--- src/rtl/minmax_scan_ctrl.sv ---
// Running min/max scanner over a block of signed 16-bit samples. A single
// subtract-based comparator is shared between the min and max decisions.
module minmax_scan_ctrl #(
  parameter int unsigned COUNT_W = 8
) (
  input  logic               clk,
  input  logic               rst_n,
  input  logic               start,
  input  logic [COUNT_W-1:0] len,
  input  logic [15:0]        in_data,
  input  logic               in_valid,
  output logic               in_ready,
  output logic [15:0]        min_out,
  output logic [15:0]        max_out,
  output logic               busy,
  output logic               done
);

  localparam int unsigned DATA_W = 16;
  localparam int unsigned DIFF_W = DATA_W + 1;

  typedef enum logic [2:0] {
    IDLE    = 3'd0,
    ACCEPT  = 3'd1,
    CMP_MIN = 3'd2,
    CMP_MAX = 3'd3,
    DONE    = 3'd4
  } state_t;

  state_t              state;
  logic [COUNT_W-1:0]  count;
  logic                first;
  logic [DATA_W-1:0]   sample;

  logic                cmp_en;
  logic [DATA_W-1:0]   cmp_a;
  logic [DATA_W-1:0]   cmp_b;
  logic [DIFF_W-1:0]   cmp_diff;
  logic                cmp_lt;
  logic                cmp_gt;

  // Shared comparator: sign-extended 17-bit subtract gives an overflow-free signed compare
  always_comb begin
    cmp_en   = (state == CMP_MIN) || (state == CMP_MAX);
    cmp_a    = '0;
    cmp_b    = '0;
    if (cmp_en) begin
      cmp_a = sample;
      cmp_b = (state == CMP_MIN) ? min_out : max_out;
    end
    cmp_diff = {cmp_a[DATA_W-1], cmp_a} - {cmp_b[DATA_W-1], cmp_b};
    cmp_lt   = cmp_diff[DIFF_W-1];
    cmp_gt   = !cmp_diff[DIFF_W-1] && (cmp_diff != '0);
  end

  // Scan sequencer with registered status outputs, loaded alongside the state
  always_ff @(posedge clk) begin
    if (!rst_n) begin
      state    <= IDLE;
      count    <= '0;
      first    <= 1'b0;
      sample   <= '0;
      min_out  <= '0;
      max_out  <= '0;
      in_ready <= 1'b0;
      busy     <= 1'b0;
      done     <= 1'b0;
    end else begin
      done <= 1'b0;
      case (state)
        IDLE: begin
          if (start) begin
            busy <= 1'b1;
            if (len != '0) begin
              count    <= len;
              first    <= 1'b1;
              in_ready <= 1'b1;
              state    <= ACCEPT;
            end else begin
              min_out <= '0;
              max_out <= '0;
              done    <= 1'b1;
              state   <= DONE;
            end
          end
        end
        ACCEPT: begin
          if (in_valid) begin
            sample   <= in_data;
            count    <= count - COUNT_W'(1);
            in_ready <= 1'b0;
            if (first) begin
              min_out <= in_data;
              max_out <= in_data;
              first   <= 1'b0;
              if (count == COUNT_W'(1)) begin
                done  <= 1'b1;
                state <= DONE;
              end else begin
                in_ready <= 1'b1;
              end
            end else begin
              state <= CMP_MIN;
            end
          end
        end
        CMP_MIN: begin
          if (cmp_lt) min_out <= sample;
          state <= CMP_MAX;
        end
        CMP_MAX: begin
          if (cmp_gt) max_out <= sample;
          if (count == '0) begin
            done  <= 1'b1;
            state <= DONE;
          end else begin
            in_ready <= 1'b1;
            state    <= ACCEPT;
          end
        end
        DONE: begin
          busy  <= 1'b0;
          state <= IDLE;
        end
        default: begin
          in_ready <= 1'b0;
          busy     <= 1'b0;
          state    <= IDLE;
        end
      endcase
    end
  end

endmodule

--- config.mk ---
export PLATFORM = sky130hd
export DESIGN_NAME = minmax_scan_ctrl
export DESIGN_NICKNAME = d
export VERILOG_FILES = /design/src/rtl/minmax_scan_ctrl.sv
export SDC_FILE = /design/constraint.sdc
export NUM_CORES = 1
export LEC_CHECK = 0
export BUFFER_PORTS_ARGS = -buffer_cell sky130_fd_sc_hd__buf_2
export CORE_ASPECT_RATIO = 0.5
export CORE_MARGIN = 8
export CORE_UTILIZATION = 40
export DETAILED_ROUTE_END_ITERATION = 10
export PLACE_DENSITY = 0.61
export SYNTH_ARGS = -nofsm -noshare
export SYNTH_HDL_FRONTEND = slang
export SYNTH_SLANG_ARGS = --single-unit
--- constraint.sdc ---
create_clock -name clk -period 4.2 [get_ports clk]
set_input_delay 0.84 -clock clk [delete_from_list [all_inputs] [get_ports clk]]
set_output_delay 0.84 -clock clk [all_outputs]
set_load 0.005 [all_outputs]
Word level (Yosys, flattened, before mapping)

Cells that the tools add are included.

Add/sub/neg operators: 2
Equal/unequal tests: 14
Multiplexer cells: 40
Bitwise operators: 2
Reductions and logical operators: 19

Operators with widths:

| operator            | number |
|---|---|
| $mux 16             | 9 |
| $pmux 16 s3         | 2 |
| $mux 8              | 3 |
| $mux 3              | 6 |
| $reduce_bool 17->1  | 1 |
| $sub 16x16->17      | 1 |
| $ne 2x2->1 const B  | 8 |
| $pmux 8 s2          | 1 |
| $mux 1              | 14 |
| $pmux 3 s4          | 1 |
| $reduce_and 6->1    | 2 |
| $eq 8x1->1 const B  | 1 |
| $logic_not 8->1     | 1 |
| $reduce_bool 8->1   | 1 |
| $sub 8x1->8 const B | 1 |
| $eq 3x2->1 const B  | 2 |
| $reduce_bool 3->1   | 2 |
| $reduce_and 5->1    | 1 |
| $pmux 1 s2          | 2 |
| $pmux 1 s4          | 1 |
| $reduce_and 2->1    | 2 |
| $reduce_and 4->1    | 1 |
| $eq 3x1->1 const B  | 1 |
| $eq 3x3->1 const B  | 1 |
| other kinds (11)    | 12 |

Flip-flop bits (word level): 63
Input port bits: 28
Output and inout port bits: 35
Word-level logic and storage cells: 86

Logic depth before layout (Yosys ltp)

Gate-level depths: netlist (run 1).

Depth after elaboration: 8
Depth in mapped cells: 17

Worst setup path before layout (run 1)

OpenSTA, ideal clock, no wires.

Path kind: register to register
Start point: register state[0]
End point: register max_out[10]
Arrival time: 3765 ps
Slack: 316 ps
Cell stages (with the launch flop): 17
Buffers on the path: 4
Period minus slack after synthesis: 3884 ps
Path through: dfxtp_1 > buf_4 > nand2b_1 > nor2_1 > clkbuf_1 > clkbuf_1 > a22oi_1 > ha_1 > o211ai_2 > o21a_1 > a311o_1 > o31a_1 > mux2i_1 > a2111oi_2 > nor3_4 > buf_8 > mux2i_1

Word-level cells in the longest chain between the ends: 8

RTL lines:

| what                                                  | RTL line   | text |
|---|---|---|
| start: declaration                                    | 30         | `state_t state;` |
| start signal: assignment                              | 59         | `state <= IDLE;` |
| start signal: assignment                              | 78         | `state <= ACCEPT;` |
| start signal: assignment                              | 83         | `state <= DONE;` |
| $eq 3x2->1 (on tied branches)                         | 44, 49, 70 |  |
| $mux 16 or $logic_or 1x1->1 (tied branches)           | 49, 44     |  |
| $mux 16                                               | 47         | `if (cmp_en) begin` |
| $sub 16x16->17                                        | 51         | `cmp_diff = {cmp_a[DATA_W-1], cmp_a} - {cmp_b[DATA_W-1], cmp_b};` |
| $reduce_bool 17->1 or $logic_not 1->1 (tied branches) | 53         | `cmp_gt = !cmp_diff[DIFF_W-1] && (cmp_diff != '0);` |
| $logic_and 1x1->1                                     | 53         |  |
| $ne 2x2->1 (no line)                                  | n/a        |  |
| $reduce_and 6->1 (no line)                            | n/a        |  |
| end signal: assignment                                | 94         | `max_out <= in_data;` |
| end signal: assignment                                | 112        | `if (cmp_gt) max_out <= sample;` |
| end: declaration                                      | 14         | `output logic [15:0] max_out,` |

Several ways; a longest one is shown, not always the timed one.
A chain may end at the register's enable or synchronous reset.

Final worst setup path (run 1)

Start point: register state[0]
End point: register max_out[1]

Same word-level chain as after synthesis.

==> flow_summary.ini, run 1 <==
[detailed_routing]
vias = 4170
drtPass1Iterations = 6
drc_errors = 0
drt-vias-per-instance = 5.75
drt.antenna.violating_nets = 0
drt-wirelength-per-cell_um = 17.5
dr_wl_met2_um = 5380
top_layer_used = met4
met1Wirelength_um = 6420
met3WireLength_um = 783
detail_route.wirelength_um = 12700
detail_route.iter0.violations = 352

[setup_path]
critical_path.top_delay_family = compound AO/OA/AOI/OAI gates
setup.worst_path.end_class = register
count_of_buffering_cells_on_the_critical_path_with_inverters_included = 2
worst_r2r_path_depth = 14
crit_chain = nand2b_1, nor2_2, buf_4, a22oi_1, ha_1, a21oi_1, o31ai_1, a2111oi_2, nor4b_2, o211ai_1, a2111oi_4, nor3_4, buf_6, mux2i_1
cp_max_fo = 20
startpoint_of_the_most_critical_register_to_register_path = state[0]
timing.critical_path.from_type = register
worst_r2r_endpoint = max_out[1]
category_of_the_critical_setup_timing_path = register to register
reg2reg_slack_ns = 0.33
slowest_cell_delay_on_critical_path_ns = 0.40
arrival_ns = 4.08
crit_slowest_cell = dfxtp_1
critical_path_required_ns = 4.41

[clock_network]
cts_max_path_buffers = 2
path_clk_slew_ns = 0.05
cts_made_buffers = 9
cts.root.buffer_cell = clkbuf_16
tritoncts = built
post_cts_hold_buffer_count = 0
h_tree_depth = 3
clock_latency_ns = 0.33
numClockSinks = 63

[final_layout]
final_nets = 627
syn_to_final_growth_pct = 17.0
final.fill_count = 1002
proportion_of_layout_cells_with_a_drive_suffix_above_1 = 0.174
fin_cells = 725
n_antenna_cell = 0
most-common-layout-cells = 101 x nand2_1, 63 x dfxtp_1, 62 x buf_2, 42 x nor2_1, 33 x a22oi_1
final_common_cell = nand2_1

[power]
power_density_nw_per_um2 = 451
ir_worst_vdd_mv = 0.182
total_power_w = 0.00221
power.leakage_nw = 2.15

[floorplanning]
floorplan.die.width_um = 161
floorplan.die.height_um = 88.3
ios = 63
placement_rows = 26
placeableCoreArea_um2 = 10200
floorplan.initialDensity = 0.411
die_area_um2 = 14200

[placed_design]
dp_hpwl_um = 9390
dp.cells = 709
portBuffers = 62
finalWeightedCongestion = 0.898

[synth]
synth.lib_cells_used.distinct = 62
syn-instance-count = 534
synth_fp_nets = 581
yosys_register_bits = 63
synth-edff-count = 0
async_flop_share = 0
seq_area_frac_synth = 0.302
dominantRegCellSynth = dfxtp_1
synth.cell_area_um2 = 4180
synth-warning-count = 0
syn_avg_cell_area_um2 = 7.83

[grt]
grt_first_pass_wirelength_um = 20400
grt_antenna_before_repair = 0
grt_overflow_total = 0
first_global_vias = 3851
pin_count_of_the_biggest_net_entering_global_routing = 56
overall_routing_resource_usage = 0.178

[sta]
finClkSkew_ns = 0.00622
min_period_over_period = 0.920
slew-limit-headroom = 0.546
finalWorstPathRequiredPeriod_ns = 3.87
fmaxAchievable_ghz = 0.259
slew_at_the_pin_with_the_worst_max_slew_slack_ns = 0.681
setup-tns-final_ns = 0
rsz0062_at_grt = false
setup_viol = 0
timing_max_transition_violations_final = 0
finalHoldViolCount = 0

[min_path]
worstHoldPathType = register to register
timing.hold.worst.start = max_out[3]
min_delay_worst_endpoint = max_out[3]
min_delay_path_depth = 2

[outcome]
result_of_the_run = finished, final reports clean

[job]
drv_cap = 0
==> layout make-up <==
| cell class | count | area, µm² | share of cell area |
|---|---|---|---|
| timing repair buffer | 74 | 404 | 0.0826 |
| clock inverter | 3 | 40.0 | 0.00818 |
| sequential | 63 | 1260 | 0.258 |
| inverter | 15 | 56.3 | 0.0115 |
| clock buffer | 13 | 270 | 0.0552 |
| tap | 140 | 175 | 0.0358 |
| multi-input combinational | 417 | 2690 | 0.549 |
==> cells in the mapped netlist (3+ instances only) <==
master	instances	area (µm²)
nand2_1	101	379
dfxtp_1	63	1260
nor2_1	43	161
a22oi_1	33	248
a21oi_1	32	160
clkbuf_1	25	93.8
mux2i_1	19	190
a21boi_0	18	135
a22o_1	18	158
ha_1	18	225
o21ai_0	18	90.1
and3_1	16	100
inv_1	15	56.3
o211a_1	12	120
a211oi_1	7	52.6
nor3_1	7	35.0
nand3_1	6	30.0
xor2_1	6	52.6
and2_1	4	25.0
buf_2	4	20.0
nand2b_1	4	25.0
nand4_1	4	25.0
a31oi_1	3	18.8
buf_4	3	22.5
dlygate4sd1_1	3	26.3
o21a_1	3	22.5
==> metrics by stage <==
stage | hold WS, ns | utilization | worst slack, ns | area [µm²]
after floorplan | 0.464 | - | 0.316 | 4180
after global placement | 0.462 | 0.448 | 0.315 | 4570
after detailed placement | 0.468 | 0.448 | 0.242 | 4570
after CTS | 0.475 | 0.479 | 0.253 | 4880
after global routing | 0.502 | 0.480 | 0.0490 | 4890
final | 0.477 | 0.480 | 0.335 | 4890
==> flip-flops by register name (all words and copies together), names as in the netlist <==
name      count
busy          1
first         1
min_out      16
done          1
count         8
state         3
max_out      16
in_ready      1
sample       16
==> power breakdown <==
part / internal (W) / total [W] / switching [W] / leakage, nW
Sequential: 0.000681 / 0.000769 / 0.0000876 / 0.513
Clock: 0.000505 / 0.000764 / 0.000259 / 0.156
Combinational: 0.000273 / 0.000674 / 0.000401 / 1.49
Total: 0.00146 / 0.00221 / 0.000747 / 2.15
==> worst reg2reg max path: stages (launching register included) <==
cell and delay (ns):
dfxtp_1 0.40, nand2b_1 0.24, nor2_2 0.26, buf_4 0.32
a22oi_1 0.15, ha_1 0.32, a21oi_1 0.24, o31ai_1 0.18
a2111oi_2 0.40, nor4b_2 0.27, o211ai_1 0.19, a2111oi_4 0.37
nor3_4 0.05, buf_6 0.21, mux2i_1 0.14
==> per-layer routing <==
| layer | vias to the layer above | GRT usage |
|---|---|---|
| li1 | 2038 | - |
| met1 | 1982 | 0.252 |
| met2 | 140 | 0.271 |
| met3 | 10 | 0.0427 |
| met4 | 0 | 0.0354 |
| met5 | - | 0 |
==> worst max-delay path by stage <==
stage / from / to / slack [ns] / cells past startpoint
after global placement: state[2] / max_out[1] / 0.31 / 13
after CTS: state[0] / max_out[9] / 0.25 / 15
after global routing: state[0] / max_out[9] / 0.05 / 15
final: state[0] / max_out[1] / 0.33 / 14
after floorplan: state[0] / max_out[10] / 0.32 / 16
after detailed placement: state[0] / max_out[7] / 0.24 / 15
==> logic make-up after synthesis <==
kind of cell | share of synthesized area
AOI/OAI and AO/OA | 0.296
and+or+nand+nor | 0.223
DFF | 0.302
muxes | 0.0455
adders and majority gates | 0.0586
buffers and inverters | 0.0607
xor gates and xnor gates | 0.0147
==> what timing repair did <==
| item | 4_1_cts | 5_1_grt |
|---|---|---|
| gates resized for setup | 0 | 2 |
| setup endpoints to repair | 0 | 16 |
| setup buffers | 0 | 0 |
| hold endpoints to repair | 0 | 0 |
No activity file was read; power rests on OpenSTA's default activity.
==> inputs of run 2 (changes only) <==
- GPL_TIMING_DRIVEN: not set -> 0
- REMOVE_ABC_BUFFERS: not set -> 1
==> flow_summary.ini, run 2 (synthesized netlist as in run 1, its figures left out) <==
[outcome]
result_of_the_run = finished, final reports clean

[setup_path]
startpoint_of_the_most_critical_register_to_register_path = state[2]
worst_setup_path_endpoint = max_out[12]
critical_path_required_ns = 4.46
setup.worst_path.end_class = register
timing.critical_path.from = state[2]
crit_slowest_cell = dfxtp_1
worst_r2r_endpoint = max_out[12]
timing.critical_path.from_type = register
worst_r2r_path_depth = 14
crit_chain = clkinvlp_4, buf_4, buf_12, and3_1, ha_1, nor3_1, o21a_1, a311o_1, o31a_1, mux2i_1, a2111oi_4, nor3_4, buf_12, mux2i_1
critical_path.top_delay_family = compound AO/OA/AOI/OAI gates
category_of_the_critical_setup_timing_path = register to register
arrival_ns = 4.18
slowest_cell_delay_on_critical_path_ns = 0.70
count_of_buffering_cells_on_the_critical_path_with_inverters_included = 4
critical_path_depth = 14
reg2reg_slack_ns = 0.28
cp_max_fo = 16

[sta]
fmaxAchievable_ghz = 0.255
finClkSkew_ns = 0.00581
setup_viol = 0
setup-tns-final_ns = 0
rsz0062_at_grt = false
finalHoldViolCount = 0
slew-limit-headroom = 0.196
finalWorstPathRequiredPeriod_ns = 3.92
min_period_over_period = 0.934
slew_at_the_pin_with_the_worst_max_slew_slack_ns = 1.21
timing_max_transition_violations_final = 0
worst_slack_ns = 0.278
final.hold.worst_slack_ns = 0.472

[grt]
first_global_vias = 3768
overall_routing_resource_usage = 0.168
grt_antenna_before_repair = 0
grt_first_pass_wirelength_um = 19200
pin_count_of_the_biggest_net_entering_global_routing = 73
grt_overflow_total = 0

[detailed_routing]
drt-wirelength-per-cell_um = 16.5
drt.antenna.violating_nets = 0
drc_errors = 0
detail_route.iter0.violations = 319
drt-vias-per-instance = 5.59
vias = 4068
detail_route.wirelength_um = 12000
drtPass1Iterations = 6

[clock_network]
cts.root.buffer_cell = clkbuf_16
post_cts_hold_buffer_count = 0
clock_latency_ns = 0.33
path_clk_slew_ns = 0.05
cts_max_path_buffers = 2
cts_made_buffers = 9
numClockSinks = 63
h_tree_depth = 3
tritoncts = built

[floorplanning]
floorplan.die.height_um = 88.3
die_area_um2 = 14200
placeableCoreArea_um2 = 10200
placement_rows = 26
floorplan.die.width_um = 161
ios = 63
floorplan.initialDensity = 0.411

[placed_design]
portBuffers = 62
pre_cts_slack_ns = -1.53
dp.cells = 698
dp_hpwl_um = 7530
finalWeightedCongestion = 0.826

[final_layout]
n_antenna_cell = 0
most-common-layout-cells = 101 x nand2_1, 62 x buf_2, 61 x dfxtp_1, 42 x nor2_1, 33 x a22oi_1
final_common_cell = nand2_1
final_nets = 630
syn_to_final_growth_pct = 20.1
top_regs = max_out (16), min_out (16), sample (16)
fin_cells = 728
proportion_of_layout_cells_with_a_drive_suffix_above_1 = 0.189

[power]
power.leakage_nw = 2.19
power_density_nw_per_um2 = 458
ir_worst_vdd_mv = 0.227
total_power_w = 0.00230

[job]
drv_cap = 0

[min_path]
worstHoldPathType = register to register
run 2: cell types whose count changed in the layout (fill, tap and decap cells not counted), sizes merged:
cell,before,now
inv,15,14
and3b,1,2
bufinv,1,2
a21oi,32,33
buf,74,75
clkinv,2,1
clkinvlp,0,1
run 2: how the worst min path moves through the flow:
| stage | from | to | slack (ns) | depth (start not counted) |
|---|---|---|---|---|
| floorplan | max_out[10] | max_out[10] | 0.46 | 2 |
| global placement | max_out[4] | max_out[4] | 0.46 | 2 |
| detailed placement | max_out[7] | max_out[7] | 0.46 | 2 |
| CTS | max_out[5] | max_out[5] | 0.47 | 2 |
| global route | max_out[10] | max_out[10] | 0.49 | 2 |
| finish | max_out[10] | max_out[10] | 0.47 | 2 |
run 2: where the power goes:
part | internal [W] | leakage, nW | switching [W]
Clock | 0.000551 | 0.160 | 0.000269
Sequential | 0.000682 | 0.514 | 0.0000838
Combinational | 0.000294 | 1.52 | 0.000418
run 2: repair_timing:
action                     in CTS  in global routing
pin swaps                       5                  0
resized for setup               7                  5
cloned                          2                  0
setup buffers                   7                  5
setup endpoints to repair      32                 16
run 2: final cells by class:
| cell class | count | area [µm²] |
|---|---|---|
| repair buffers | 75 | 453 |
| multi-input cells | 419 | 2740 |
| clock buffers | 13 | 260 |
| flip-flops and latches | 63 | 1270 |
| inverters | 15 | 60.1 |
| clock inverters | 3 | 65.1 |
| well taps | 140 | 175 |
| fillers | 1000 | 5160 |
run 2: tightest hold or removal path: stages (launching register included):
cell and delay [ns]:
dfxtp_1 0.32, nand2_1 0.05, mux2i_1 0.05
run 2: per-stage QoR:
| step | util | cell area (µm²) |
|---|---|---|
| floorplan | - | 3980 |
| global placement | 0.439 | 4470 |
| detailed placement | 0.443 | 4510 |
| CTS | 0.486 | 4940 |
| global route | 0.493 | 5020 |
| finish | 0.493 | 5020 |
run 2: metal layers:
metal	vias up	global-route usage	part of all wire	routed length [µm]
met5	-	0	0	0
met4	0	0.0404	0.0088	106
met3	9	0.0432	0.061	730
met2	106	0.260	0.43	5140
met1	1900	0.231	0.50	6000
li1	2053	-	-	-
